==> config.mk <==
export PLATFORM = sky130hd
export DESIGN_NAME = source_controller
export DESIGN_NICKNAME = d
export VERILOG_FILES = /design/src/rtl/bridge_pkg.sv /design/src/rtl/source_controller.sv
export SDC_FILE = /design/constraint.sdc
export NUM_CORES = 1
export LEC_CHECK = 0
export BUFFER_PORTS_ARGS = -buffer_cell sky130_fd_sc_hd__buf_2
export CORE_MARGIN = 5
export CORE_UTILIZATION = 47
export CTS_CLUSTER_DIAMETER = 40
export CTS_CLUSTER_SIZE = 24
export DETAILED_ROUTE_END_ITERATION = 10
export GPL_ROUTABILITY_DRIVEN = 0
export GPL_TIMING_DRIVEN = 0
export PLACE_DENSITY = 0.79
export SYNTH_ARGS = -nofsm -noshare
export SYNTH_HDL_FRONTEND = slang
export SYNTH_SLANG_ARGS = --single-unit
==> constraint.sdc <==
create_clock -name i_clk_source -period 2.4 [get_ports i_clk_source]
set_clock_uncertainty 0.05 [all_clocks]
set_input_delay 0.48 -clock i_clk_source [delete_from_list [all_inputs] [get_ports i_clk_source]]
set_output_delay 0.48 -clock i_clk_source [all_outputs]
set_load 0.01 [all_outputs]
==> src/rtl/bridge_pkg.sv <==
// Shared definitions for the AHB-to-FIFO bridge: FSM states, word HSIZE and packet field positions.
package bridge_pkg;

  typedef enum logic [2:0] {IDLE, DATA, PUSH, WAIT_RSP, ERR1, ERR2, SLEEP} src_state_t;

  localparam logic [2:0] HSIZE_WORD = 3'b010;

  // Request packet, LSB first: data, addr, valid marker, rd0_wr1.
  localparam int PKT_DATA_LSB = 0;

  function automatic int pkt_addr_lsb(input int data_w);
    return data_w;
  endfunction

  function automatic int pkt_valid_bit(input int addr_w, input int data_w);
    return addr_w + data_w;
  endfunction

  function automatic int pkt_wr_bit(input int addr_w, input int data_w);
    return addr_w + data_w + 1;
  endfunction

endpackage

==> src/rtl/source_controller.sv <==
// AHB slave front end turning word transfers into request packets and matching responses; SRC_POSTED_WRITE_EN enables posted writes.
// Latency: address phase N, push N+2, pop >= N+3, hreadyout one cycle after the pop (posted write: one cycle after push).
// Backpressure: holds in PUSH while i_req_full, waits in WAIT_RSP while i_rsp_empty; AHB stalled via o_hreadyout=0.
module source_controller
  import bridge_pkg::*;
#(
  parameter int ADDR_WIDTH = 32,
  parameter int DATA_WIDTH = 32,
  parameter int P_SIZE     = 3
) (
  input  logic                           i_clk_source,
  input  logic                           i_rst_source,
  input  logic                           i_hsel,
  input  logic [1:0]                     i_htrans,
  input  logic                           i_hwrite,
  input  logic [2:0]                     i_hsize,
  input  logic [ADDR_WIDTH-1:0]          i_haddr,
  input  logic [DATA_WIDTH-1:0]          i_hwdata,
  output logic                           o_hreadyout,
  output logic                           o_hresp,
  output logic [DATA_WIDTH-1:0]          o_hrdata,
  input  logic                           i_req_full,
  output logic                           o_req_wr_en,
  output logic [ADDR_WIDTH+DATA_WIDTH+1:0] o_req_packet,
  input  logic                           i_rsp_empty,
  input  logic [DATA_WIDTH:0]            i_rsp_packet,
  output logic                           o_rsp_rd_en,
  input  logic                           i_source_sleep_req,
  output logic                           o_source_sleep_ack,
  output logic                           o_source_sleep_status,
  input  logic                           i_sink_sleep_status
);

  localparam int PKT_W    = ADDR_WIDTH + DATA_WIDTH + 2;
  localparam int WR_BIT   = pkt_wr_bit(ADDR_WIDTH, DATA_WIDTH);
  localparam int VLD_BIT  = pkt_valid_bit(ADDR_WIDTH, DATA_WIDTH);
  localparam int ADDR_LSB = pkt_addr_lsb(DATA_WIDTH);
  localparam logic [P_SIZE-1:0] CNT_MAX = '1;

`ifdef SRC_POSTED_WRITE_EN
  localparam bit POSTED = 1'b1;
`else
  localparam bit POSTED = 1'b0;
`endif

  src_state_t              state_q, state_d;
  logic [ADDR_WIDTH-1:0]   addr_q;
  logic                    write_q;
  logic [PKT_W-1:0]        pkt_q, pkt_d;
  logic [DATA_WIDTH-1:0]   rdata_q;
  logic                    sleep_err_q, sleep_err_d;
  logic [P_SIZE-1:0]       cnt_q;
  logic                    hready, accept, bad_xfer;
  logic                    push, posted_push, pop_own, pop_discard;
  logic                    unused_htrans0;

  assign unused_htrans0 = i_htrans[0];

  assign hready   = (state_q == IDLE) || (state_q == SLEEP) || (state_q == ERR2);
  assign accept   = i_hsel & i_htrans[1] & hready;
  assign bad_xfer = (i_hsize != HSIZE_WORD) || (i_haddr[1:0] != 2'b00);

  // A posted write may not push once the counter would overflow.
  assign push        = (state_q == PUSH) && !i_req_full && !i_rst_source &&
                       !(POSTED && write_q && (cnt_q == CNT_MAX));
  assign posted_push = push && POSTED && write_q;
  assign pop_discard = (cnt_q != '0) && !i_rsp_empty && !i_rst_source;
  assign pop_own     = (state_q == WAIT_RSP) && (cnt_q == '0) && !i_rsp_empty && !i_rst_source;

  always_comb begin
    state_d     = state_q;
    sleep_err_d = sleep_err_q;
    case (state_q)
      IDLE: begin
        if (accept) begin
          state_d     = bad_xfer ? ERR1 : DATA;
          sleep_err_d = 1'b0;
        end else if (i_source_sleep_req && (cnt_q == '0)) begin
          state_d = SLEEP;
        end
      end
      DATA:     state_d = PUSH;
      PUSH:     if (push) state_d = posted_push ? IDLE : WAIT_RSP;
      WAIT_RSP: if (pop_own) state_d = i_rsp_packet[DATA_WIDTH] ? ERR1 : IDLE;
      ERR1:     state_d = ERR2;
      ERR2: begin
        if (accept) state_d = (sleep_err_q || bad_xfer) ? ERR1 : DATA;
        else        state_d = sleep_err_q ? SLEEP : IDLE;
      end
      SLEEP: begin
        if (accept) begin
          state_d     = ERR1;
          sleep_err_d = 1'b1;
        end else if (!i_source_sleep_req && !i_sink_sleep_status) begin
          state_d     = IDLE;
          sleep_err_d = 1'b0;
        end
      end
      default:  state_d = IDLE;
    endcase
  end

  always_comb begin
    pkt_d                                = '0;
    pkt_d[WR_BIT]                        = write_q;
    pkt_d[VLD_BIT]                       = 1'b1;
    pkt_d[ADDR_LSB +: ADDR_WIDTH]        = addr_q;
    pkt_d[PKT_DATA_LSB +: DATA_WIDTH]    = write_q ? i_hwdata : '0;
  end

  always_ff @(posedge i_clk_source) begin
    if (i_rst_source) begin
      state_q     <= IDLE;
      sleep_err_q <= 1'b0;
      addr_q      <= '0;
      write_q     <= 1'b0;
      pkt_q       <= '0;
      rdata_q     <= '0;
    end else begin
      state_q     <= state_d;
      sleep_err_q <= sleep_err_d;
      if (accept) begin
        addr_q  <= i_haddr;
        write_q <= i_hwrite;
      end
      if (state_q == DATA) pkt_q <= pkt_d;
      if (pop_own) rdata_q <= i_rsp_packet[DATA_WIDTH-1:0];
    end
  end

`ifdef SRC_POSTED_WRITE_EN
  always_ff @(posedge i_clk_source) begin
    if (i_rst_source) begin
      cnt_q <= '0;
    end else begin
      case ({posted_push, pop_discard})
        2'b10:   cnt_q <= cnt_q + 1'b1;
        2'b01:   cnt_q <= cnt_q - 1'b1;
        default: cnt_q <= cnt_q;
      endcase
    end
  end
`else
  assign cnt_q = '0;
`endif

  // Errors raised while asleep keep the sleep indication up.
  assign o_source_sleep_status = (state_q == SLEEP) ||
                                 (((state_q == ERR1) || (state_q == ERR2)) && sleep_err_q);
  assign o_source_sleep_ack    = o_source_sleep_status;
  assign o_hreadyout           = hready;
  assign o_hresp               = (state_q == ERR1) || (state_q == ERR2);
  assign o_hrdata              = rdata_q;
  assign o_req_wr_en           = push;
  assign o_req_packet          = pkt_q;
  assign o_rsp_rd_en           = pop_own || pop_discard;

endmodule

==> run_results.csv <==
group,metric,value,unit
sta,setup_viol,0,
floorplanning,io_pins,214,
cts,clk_latency,0.51,ns
logic_synthesis,netlist_area,0.00504,mm²
cts,cts_tree,"done",
cells_and_area,fin_cells,979,
logic_synthesis,ys_seq_area_frac,0.536,
outcome,outcome,"complete, no violations",
drt,drt-initial-drc-count,254,
sta,min_period,2.30,ns
logic_synthesis,ys.flop_type,"dfxtp_1",
cts,clk_path_buf_depth,2,
place,dpl.hpwl,11400,µm
setup_path,rr_endpoint,"o_req_packet[51]",
worst_hold_path,hold_depth,3,
drt,dr_total_vias,4969,
drt,wirelength,15100,µm
logic_synthesis,synthCells,600,
cts,clock-root-buffer,"clkbuf_8",
sta,hold_ws,0.154,ns
floorplanning,initial_utilization,0.484,
cells_and_area,layout-drive-gt1-share,0.314,
drt,drc,0,
setup_path,cp-start-kind,"flop",
cells_and_area,n_antenna_cell,0,
logic_synthesis,synth.area.top_cells,"dfxtp_1 54%, nand2_1 12%, a21oi_1 10%",
sta,finalCritPeriodShare,0.958,
setup_path,crit_path_max_fanout,10,
global_routing,use_met2,0.401,
logic_synthesis,synthArstFlopShare,0,
pwr,max-vdd-ir-drop,437,µV
floorplanning,die_w,114,µm
sta,hold_viol,0,
setup_path,r2r_slack,0.29,ns
logic_synthesis,synth-seq-cells,135,
setup_path,r2r_start,"state_q[2]",
sta,fin_tns_setup,0,ns
logic_synthesis,synth_top_area_frac,0.536,
logic_synthesis,synthXorXnorAreaFrac,0.00174,
global_routing,grt_pass1_vias,4935,
logic_synthesis,yosys_warnings,0,
logic_synthesis,synthAdderAreaFrac,0,
setup_path,required,1.87,ns
setup_path,cp_data_arrival_time,1.77,ns
pwr,powerDensity,919,mW/mm²
worst_hold_path,min_to,"o_hrdata[4]",
pwr,p_leak,2.94,nW
flow_run,drv_cap,0,
sta,max_clock_freq,435,MHz
setup_path,end_kind,"primary output",
drt,drtAntennaViolNets,0,
global_routing,met3_usage,0.0775,
floorplanning,rows,37,
logic_synthesis,synth-edff-count,0,
floorplanning,die_area,0.0129,mm²
cts,clk_pin_slew,0.06,ns
worst_hold_path,min_from,"i_rsp_packet[4]",
worst_hold_path,hp-class,"input port to flop",
cells_and_area,area.growth.synth_to_final,36.0,%
drt,wire_per_inst,15.4,µm
global_routing,grt_pass1_wl,23900,µm
global_routing,antenna_found_initial,0,
setup_path,rr_worst_depth,6,
sta,relSlewSlack,0.562,
logic_synthesis,synth_compound_area_frac,0.139,
cells_and_area,fin_nets,940,
global_routing,met1_usage,0.261,
logic_synthesis,synth_area_per_cell,8.40,µm²
setup_path,worstSetupPathType,"flop to primary output",
sta,slew_violations,0,
global_routing,grt_use_total,0.229,
cells_and_area,finalCoreUtilization,0.658,
global_routing,grt_max_degree,20,
floorplanning,die_h,114,µm
logic_synthesis,synth_top_family_by_area,"simple AND/OR/NAND/NOR gates",
drt,avgViaCountPerCell,5.08,
cts,h-tree-depth,4,
logic_synthesis,synth.area.mux_share,0.0655,
floorplanning,coreArea,0.0104,mm²
sta,rsz0062_at_grt,"false",
cts,postCtsHoldBufs,0,
cts,clock_sinks,135,
drt,dr.pass1.iters,5,
cts,cts_buffers,17,
global_routing,grt_busiest_layer,"met2",
place,dp_cells,947,
pwr,power,6.30,mW
sta,tightest_slew,0.652,ns
logic_synthesis,syn_nets,710,
global_routing,overflow,0,
place,port_buffers,211,
logic_synthesis,synth_top_area_cell,"dfxtp_1",
logic_synthesis,synthSimpleGateAreaFrac,0.211,
logic_synthesis,ys_types,40,
[how the worst max path moves through the flow]
stage / start / end / cells past startpoint
5_1_grt: state_q[0] / o_rsp_rd_en / 5
3_3_place_gp: i_rst_source / o_rsp_rd_en / 5
3_5_place_dp: i_rst_source / o_rsp_rd_en / 5
6_report: state_q[0] / o_rsp_rd_en / 5
2_1_floorplan: state_q[0] / o_rsp_rd_en / 6
4_1_cts: state_q[0] / o_rsp_rd_en / 5
[cells by family after synthesis]
kind of cell    count (synthesis)
compound gates                123
xor+xnor                        1
buf+inv                        51
flops                         135
mux                            33
simple gates                  257
[through the flow]
step | worst slack, ns | cell area [µm²]
after floorplan | 0.516 | 5040
after global placement | 0.0342 | 6270
after detailed placement | 0.0418 | 6270
after CTS | 0.00630 | 6830
after global routing | 0.0157 | 6860
final | 0.101 | 6860
[routing by layer]
layer	wire [µm]	up-vias	part of all wire
met5	0	-	0
met4	282	0	0.019
met3	1390	25	0.092
met2	7500	213	0.50
met1	5940	2257	0.39
li1	-	2474	-
[critical path, cell delays in order, from the launching register on]
cell	delay, ns
dfxtp_2	0.34
buf_6	0.14
nand2_2	0.10
or3_4	0.43
nor2_1	0.11
buf_2	0.15
[cell type report]
cell class                      instances  area (µm²)
Tap cell                              136         170
Timing Repair Buffer                  213        1070
Buffer                                 46         220
Inverter                                2        7.51
Fill cell                             856        3560
Sequential cell                       135        2710
Multi-Input combinational cell        415        2120
Clock buffer                           20         435
Clock inverter                         12         128
[power breakdown]
part           switching [mW]  internal [mW]  leakage, nW  total, mW
Sequential              0.103           2.39         1.09       2.49
Combinational           0.841          0.518         1.58       1.36
Clock                   0.947           1.50        0.267       2.45
[cells in the mapped netlist (2+ instances only)]
master / instances
nand2_1: 167
dfxtp_1: 135
a21oi_1: 101
nor2_1: 40
clkbuf_1: 33
mux2i_1: 33
nand3_1: 33
buf_1: 5
buf_2: 5
buf_6: 4
a221oi_1: 2
a31oi_1: 2
buf_4: 2
inv_1: 2
nand3b_1: 2
nor2b_1: 2
nor3_1: 2
nor3b_1: 2
nor4b_1: 2
o211a_1: 2
o211ai_1: 2
o21a_1: 2
o21ai_0: 2
or3_1: 2
[cell usage in the layout, fill, tap and decap left out, types with 4 or more instances in the layout]
cell and count:
buf_2 215, nand2_1 166, dfxtp_1 133, a21oi_1 101, nor2_1 40, nand3_1 33
mux2i_1 33, clkbuf_1 32, clkbuf_16 16, buf_6 4, buf_1 4, buf_4 4
clkinvlp_4 4, clkinv_2 4
[repair_timing]
action                                 CTS  global route
setup buffers                            0             2
endpoints found under the hold margin    0             0
resized for setup                        2             5
pin swaps                                0             1
cloned                                   0             1
setup endpoints to repair                5             1
[flip-flops by register name, indices dropped and copies added, names as in the netlist]
| register | flops |
|---|---|
| addr_q | 32 |
| o_hrdata | 32 |
| o_req_packet | 66 |
| sleep_err_q | 1 |
| state_q | 3 |
| write_q | 1 |
No activity file was read; power rests on OpenSTA's default activity.
